### config.mk
export PLATFORM = sky130hd
export DESIGN_NAME = id_fetch_buffer
export DESIGN_NICKNAME = d
export VERILOG_FILES = /design/src/rtl/id_fetch_buffer.sv
export SDC_FILE = /design/constraint.sdc
export NUM_CORES = 1
export LEC_CHECK = 0
export ABC_AREA = 1
export ABC_CLOCK_PERIOD_IN_PS = 5600
export CAP_MARGIN = 25
export CELL_PAD_IN_SITES_DETAIL_PLACEMENT = 2
export CELL_PAD_IN_SITES_GLOBAL_PLACEMENT = 2
export CORE_MARGIN = 2
export CORE_UTILIZATION = 41
export CTS_CLUSTER_SIZE = 14
export DETAILED_ROUTE_END_ITERATION = 10
export DONT_BUFFER_PORTS = 1
export PLACE_DENSITY = 0.86
export RECOVER_POWER = 50
export SLEW_MARGIN = 30
export SYNTH_ARGS = -nofsm -noshare
export SYNTH_HDL_FRONTEND = slang
export SYNTH_SLANG_ARGS = --single-unit
### constraint.sdc
create_clock -name clk -period 5.6 [get_ports clk]
set_input_delay 1.12 -clock clk [delete_from_list [all_inputs] [get_ports clk]]
set_output_delay 1.12 -clock clk [all_outputs]
set_load 0.03 [all_outputs]
### src/rtl/id_fetch_buffer.sv
// Two-entry instruction buffer between fetch and decode.
// Decodes each instruction as it is pushed and presents the head entry from registered outputs.
module id_fetch_buffer #(
    parameter int DEPTH = 2
) (
    input  logic        clk,
    input  logic        rstn,
    input  logic        in_valid,
    input  logic [31:0] in_inst,
    input  logic [31:0] in_pc,
    output logic        in_ready,
    input  logic        flush,
    output logic        out_valid,
    input  logic        out_ready,
    output logic [31:0] out_pc,
    output logic [5:0]  out_opcode,
    output logic [4:0]  out_rs,
    output logic [4:0]  out_rt,
    output logic [4:0]  out_rd,
    output logic [5:0]  out_funct,
    output logic [15:0] Imm16_o,
    output logic [1:0]  EXTOp_o,
    output logic        out_illegal
);

    localparam logic [1:0] FULL     = 2'(DEPTH);
    localparam logic [1:0] EXT_ZERO = 2'b00;
    localparam logic [1:0] EXT_SIGN = 2'b01;
    localparam logic [1:0] EXT_NONE = 2'b10;

    logic [31:0] inst_mem    [DEPTH];
    logic [31:0] pc_mem      [DEPTH];
    logic [1:0]  ext_mem     [DEPTH];
    logic        illegal_mem [DEPTH];

    logic        wr_ptr_reg, wr_ptr_next;
    logic        rd_ptr_reg, rd_ptr_next;
    logic [1:0]  count_reg,  count_next;

    logic [31:0] out_inst_reg;
    logic [31:0] out_pc_reg;
    logic [1:0]  out_ext_reg;
    logic        out_illegal_reg;

    logic        push, pop;
    logic [1:0]  in_ext;
    logic        in_illegal;
    logic        head_from_input;
    logic [31:0] head_inst_next;
    logic [31:0] head_pc_next;
    logic [1:0]  head_ext_next;
    logic        head_illegal_next;

    assign in_ready  = (count_reg != FULL);
    assign out_valid = (count_reg != 2'd0);
    assign push      = in_valid & in_ready & ~flush;
    assign pop       = out_valid & out_ready & ~flush;

    always_comb begin
        in_ext     = EXT_NONE;
        in_illegal = 1'b0;
        case (in_inst[31:26])
            6'b000100, 6'b000101, 6'b001000, 6'b001001,
            6'b001010, 6'b001011, 6'b100011, 6'b101011: in_ext = EXT_SIGN;
            6'b001100, 6'b001101, 6'b001110, 6'b001111: in_ext = EXT_ZERO;
            6'b000000, 6'b000010, 6'b000011:             in_ext = EXT_NONE;
            default:                                     in_illegal = 1'b1;
        endcase
    end

    always_comb begin
        wr_ptr_next = wr_ptr_reg;
        rd_ptr_next = rd_ptr_reg;
        count_next  = count_reg;
        if (flush) begin
            wr_ptr_next = 1'b0;
            rd_ptr_next = 1'b0;
            count_next  = 2'd0;
        end else begin
            if (push) wr_ptr_next = wr_ptr_reg + 1'b1;
            if (pop)  rd_ptr_next = rd_ptr_reg + 1'b1;
            case ({push, pop})
                2'b10:   count_next = count_reg + 2'd1;
                2'b01:   count_next = count_reg - 2'd1;
                default: count_next = count_reg;
            endcase
        end
    end

    // The next head is the incoming word whenever it lands in an empty (or emptying) buffer.
    assign head_from_input = push && ((count_reg == 2'd0) || ((count_reg == 2'd1) && pop));

    always_comb begin
        head_inst_next    = inst_mem[rd_ptr_next];
        head_pc_next      = pc_mem[rd_ptr_next];
        head_ext_next     = ext_mem[rd_ptr_next];
        head_illegal_next = illegal_mem[rd_ptr_next];
        if (head_from_input) begin
            head_inst_next    = in_inst;
            head_pc_next      = in_pc;
            head_ext_next     = in_ext;
            head_illegal_next = in_illegal;
        end
    end

    always_ff @(posedge clk) begin
        if (!rstn) begin
            wr_ptr_reg <= 1'b0;
            rd_ptr_reg <= 1'b0;
            count_reg  <= 2'd0;
        end else begin
            wr_ptr_reg <= wr_ptr_next;
            rd_ptr_reg <= rd_ptr_next;
            count_reg  <= count_next;
        end
    end

    genvar gi;
    generate
        for (gi = 0; gi < DEPTH; gi++) begin : g_entry
            always_ff @(posedge clk) begin
                if (!rstn) begin
                    inst_mem[gi]    <= 32'd0;
                    pc_mem[gi]      <= 32'd0;
                    ext_mem[gi]     <= EXT_NONE;
                    illegal_mem[gi] <= 1'b0;
                end else if (push && (wr_ptr_reg == 1'(gi))) begin
                    inst_mem[gi]    <= in_inst;
                    pc_mem[gi]      <= in_pc;
                    ext_mem[gi]     <= in_ext;
                    illegal_mem[gi] <= in_illegal;
                end
            end
        end
    endgenerate

    // Data outputs hold when the buffer drains; only the illegal flag is cleared.
    always_ff @(posedge clk) begin
        if (!rstn) begin
            out_inst_reg    <= 32'd0;
            out_pc_reg      <= 32'd0;
            out_ext_reg     <= EXT_NONE;
            out_illegal_reg <= 1'b0;
        end else if (count_next != 2'd0) begin
            out_inst_reg    <= head_inst_next;
            out_pc_reg      <= head_pc_next;
            out_ext_reg     <= head_ext_next;
            out_illegal_reg <= head_illegal_next;
        end else begin
            out_illegal_reg <= 1'b0;
        end
    end

    assign out_pc      = out_pc_reg;
    assign out_opcode  = out_inst_reg[31:26];
    assign out_rs      = out_inst_reg[25:21];
    assign out_rt      = out_inst_reg[20:16];
    assign out_rd      = out_inst_reg[15:11];
    assign out_funct   = out_inst_reg[5:0];
    assign Imm16_o     = out_inst_reg[15:0];
    assign EXTOp_o     = out_ext_reg;
    assign out_illegal = out_illegal_reg;

endmodule

==> run summary <==
### STA
- **RSZ-0062 raised after global routing** no
- **final clock period utilization by the worst path** 62.1%
- **Max-Slew Margin vs Limit** 38.6%
- **Worst Max-Slew Pin Slew** 0.922 ns
- **summed negative setup slack over all endpoints** 0 ns
- **Pins Over Slew Limit** 0
- **minimum clock period** 3.48 ns
- **Peak Freq** 0.288 GHz
- **final-report setup violation count** 0
- **hold slack** 0.506 ns
- **Final Hold Fails** 0
- **Layout Skew** 0.0197 ns
- **final setup margin** 2.12 ns

### Placement
- **post-detail-place hpwl** 17200 um
- **Area after DPL** 0.0101 mm2
- **Post-Place Worst Slack** 1.89 ns
- **number of cells in the design after placement** 1477
- **total of buffers placed on input and output ports** 0
- **final weighted congestion in routability-driven placement** 0.713

### Floorplan
- **die width** 160 um
- **number of ports placed on the die boundary** 149
- **number of rows in the core area** 57
- **height of the chip** 160 um
- **standard cell core area** 0.0241 mm2
- **starting density of the core** 41.5%
- **die area** 0.0256 mm2

### Power
- **net switching share of the total power** 27.1%
- **fraction of power consumed by combinational cells** 8.9%
- **fraction of power consumed by the clock network** 40.7%
- **Seq pwr share** 50.4%
- **Peak VDD IR** 0.188 mV
- **Pwr Total** 3.70 mW
- **power density normalized to cell area** 341 mW/mm2
- **internal portion of total power** 2.69 mW
- **standby leakage power** 5.40 nW
- **switching power summed over all nets** 1.00 mW

### Worst setup path
- **critical path, cell by cell** inv_1, ha_1, inv_1, nand3_1, inv_1, ha_1, a21oi_1, nand2_1, nand2_4, buf_4, o21bai_1, a21oi_1
- **category of the worst setup path launch point** flop
- **data required time of the worst path** 6.03 ns
- **Largest stage delay, worst path** 0.56 ns
- **Critical Path Slowest Stage Cell** nand2_4
- **worst reg-to-reg setup slack** 2.12 ns
- **critical path arrival** 3.90 ns
- **Crit Path Category** flop to flop
- **type of destination of the critical path** flop
- **kind of cell adding the most delay to the critical path** buffers and inverters
- **count of cells along the worst register-to-register path** 12
- **Crit path top cell by count** inv_1
- **Worst Path Buf+Inv** 4
- **worst flop-to-flop path endpoint** out_inst_reg[2]
- **Crit Reg-Reg Startpoint** count_reg[0]
- **worst-path maximum fanout** 58

### Finish
- **core utilization of the finished layout** 44.9%
- **number of antenna diodes** 0
- **share of layout cells above drive strength 1** 4.77%
- **registers with the highest flip-flop counts** inst_mem x64, pc_mem x64
- **area of all placed cells without fillers** 0.0108 mm2
- **area used by multi-input combinational logic** 0.00312 mm2
- **Filler Cells Inserted** 2753
- **final net count** 1252
- **sequential cell area** 0.00544 mm2
- **final standard cell count with taps included and fillers excluded** 1519
- **most common cell after layout, fill and taps aside** inv_1
- **synth-to-layout area growth** 8.31%
- **highest-count cells in the layout ignoring fill and taps** 273 x inv_1, 228 x nand2_1, 143 x nor2_1, 140 x nand3_1, 133 x edfxtp_1

### Synth
- **Avg Synthesized Cell Area** 8.16 um2
- **Post-Syn Area** 0.0100 mm2
- **distinct cell type count of the synthesized netlist** 23
- **number of flip-flops and latches in the synthesized netlist** 205
- **number of warnings reported in the yosys synthesis log** 0
- **register area share after synthesis** 54.4%
- **Post-Syn Instances** 1225
- **Mapped Nets** 1299

### Clock network
- **clock insertion delay at the later pin of the skew report** 0.52 ns
- **clk slew on worst S/H paths** 0.06 ns
- **clock buffers created by TritonCTS** 23
- **post-CTS setup buffer count** 0
- **H-Tree Level Count** 1
- **hold buffer count at CTS** 0
- **CTS Root Cell** clkbuf_16
- **number of sinks handled by clock tree synthesis** 205
- **number of instances resized during post-cts repair** 0
- **number of buffers on the longest clock path** 3
- **clock tree from TritonCTS** done

### Global route
- **grt total ovfl** 0
- **number of global-route vias before repair** 8814
- **largest net degree at the start of global routing** 70
- **global-route wire length before repair** 46900 um
- **number of antenna violations at the first check in global routing** 0
- **overall routing resource usage** 23.0%

### Routing
- **detailed-route wire length per cell** 19.2 um
- **routed wire length** 29100 um
- **ratio of routed vias to standard cells** 5.08
- **number of search-and-repair iterations in the first detailed-routing pass** 4
- **vias post-DR** 7711
- **antenna-violating nets left** 0
- **1st-iter DRT viols** 315
- **DRC violations left** 0

### Min path
- **type of the worst min-delay path** flop to flop
- **number of cells on the worst hold path** 2
- **beginning of the worst hold path** illegal_mem[1]
- **terminating pin of the worst hold path** illegal_mem[1]

### Outcome
- **run status** finished, final reports clean

### Flow run
- **max-capacitance violation count** 0

-- logic make-up (layout without fill, tap and decap cells) --
| kind of cell | after synthesis | after routing | synth area share (%) |
|---|---|---|---|
| AOI/OAI and AO/OA | 136 | 136 | 8.55 |
| adders and majority gates | 5 | 5 | 0.626 |
| buffers and inverters | 360 | 330 | 14.8 |
| DFF | 205 | 205 | 54.4 |
| and+or+nand+nor | 519 | 519 | 21.6 |
-- power by group through the flow --
stage | clock, mW | sequential, mW | combinational (mW)
after global placement | 0 | 1.89 | 0.313
after CTS | 1.54 | 1.86 | 0.341
final | 1.50 | 1.86 | 0.331
after global routing | 1.59 | 1.87 | 0.382
after detailed placement | 0 | 1.90 | 0.336
after floorplan | 0 | 1.86 | 0.274
-- layer usage --
layer	global-route usage [%]	vias up	part of all wire [%]	wire, um
met5	0	-	0	0
met4	4.22	0	1.3	376
met3	4.39	33	5.0	1450
met2	43.9	124	53	15300
met1	26.9	3870	41	12000
li1	-	3684	-	-
-- area by class of cell --
| type | instances | area share, % |
|---|---|---|
| clock buffer | 35 | 6.29 |
| clock inverter | 7 | 0.578 |
| inverter | 279 | 9.71 |
| multi-input combinational | 660 | 28.9 |
| sequential | 205 | 50.2 |
| tap | 324 | 3.74 |
| timing repair buffer | 9 | 0.624 |
-- worst max path at each step --
stage	start	to	slack, ns	cells after the start
6_report	count_reg[0]	out_inst_reg[2]	2.12	12
5_1_grt	count_reg[0]	out_inst_reg[10]	1.85	15
4_1_cts	count_reg[0]	out_inst_reg[1]	2.22	12
3_5_place_dp	flush	out_inst_reg[1]	1.89	11
3_3_place_gp	flush	out_inst_reg[3]	2.10	14
2_1_floorplan	flush	ext_mem[1][0]	2.26	5
-- Yosys cell counts (all sizes together) --
master / count / share of area (%)
nor3: 1 / 0.050
nor2: 143 / 5.4
nand4: 1 / 0.13
nand2: 232 / 8.7
clkbuf: 24 / 0.90
inv: 279 / 11
dfxtp: 72 / 14
ha: 5 / 0.63
buf: 57 / 3.4
nand3: 141 / 7.2
a21oi: 71 / 3.7
edfxtp: 133 / 40
o21bai: 65 / 4.9
nand3b: 1 / 0.075
-- worst min-delay path: stages, from the launching register on --
cell and delay (ns):
dfxtp_1 0.32, nand3_1 0.08, nand2_1 0.06
Note: power is estimated with default switching activity, not from simulation.
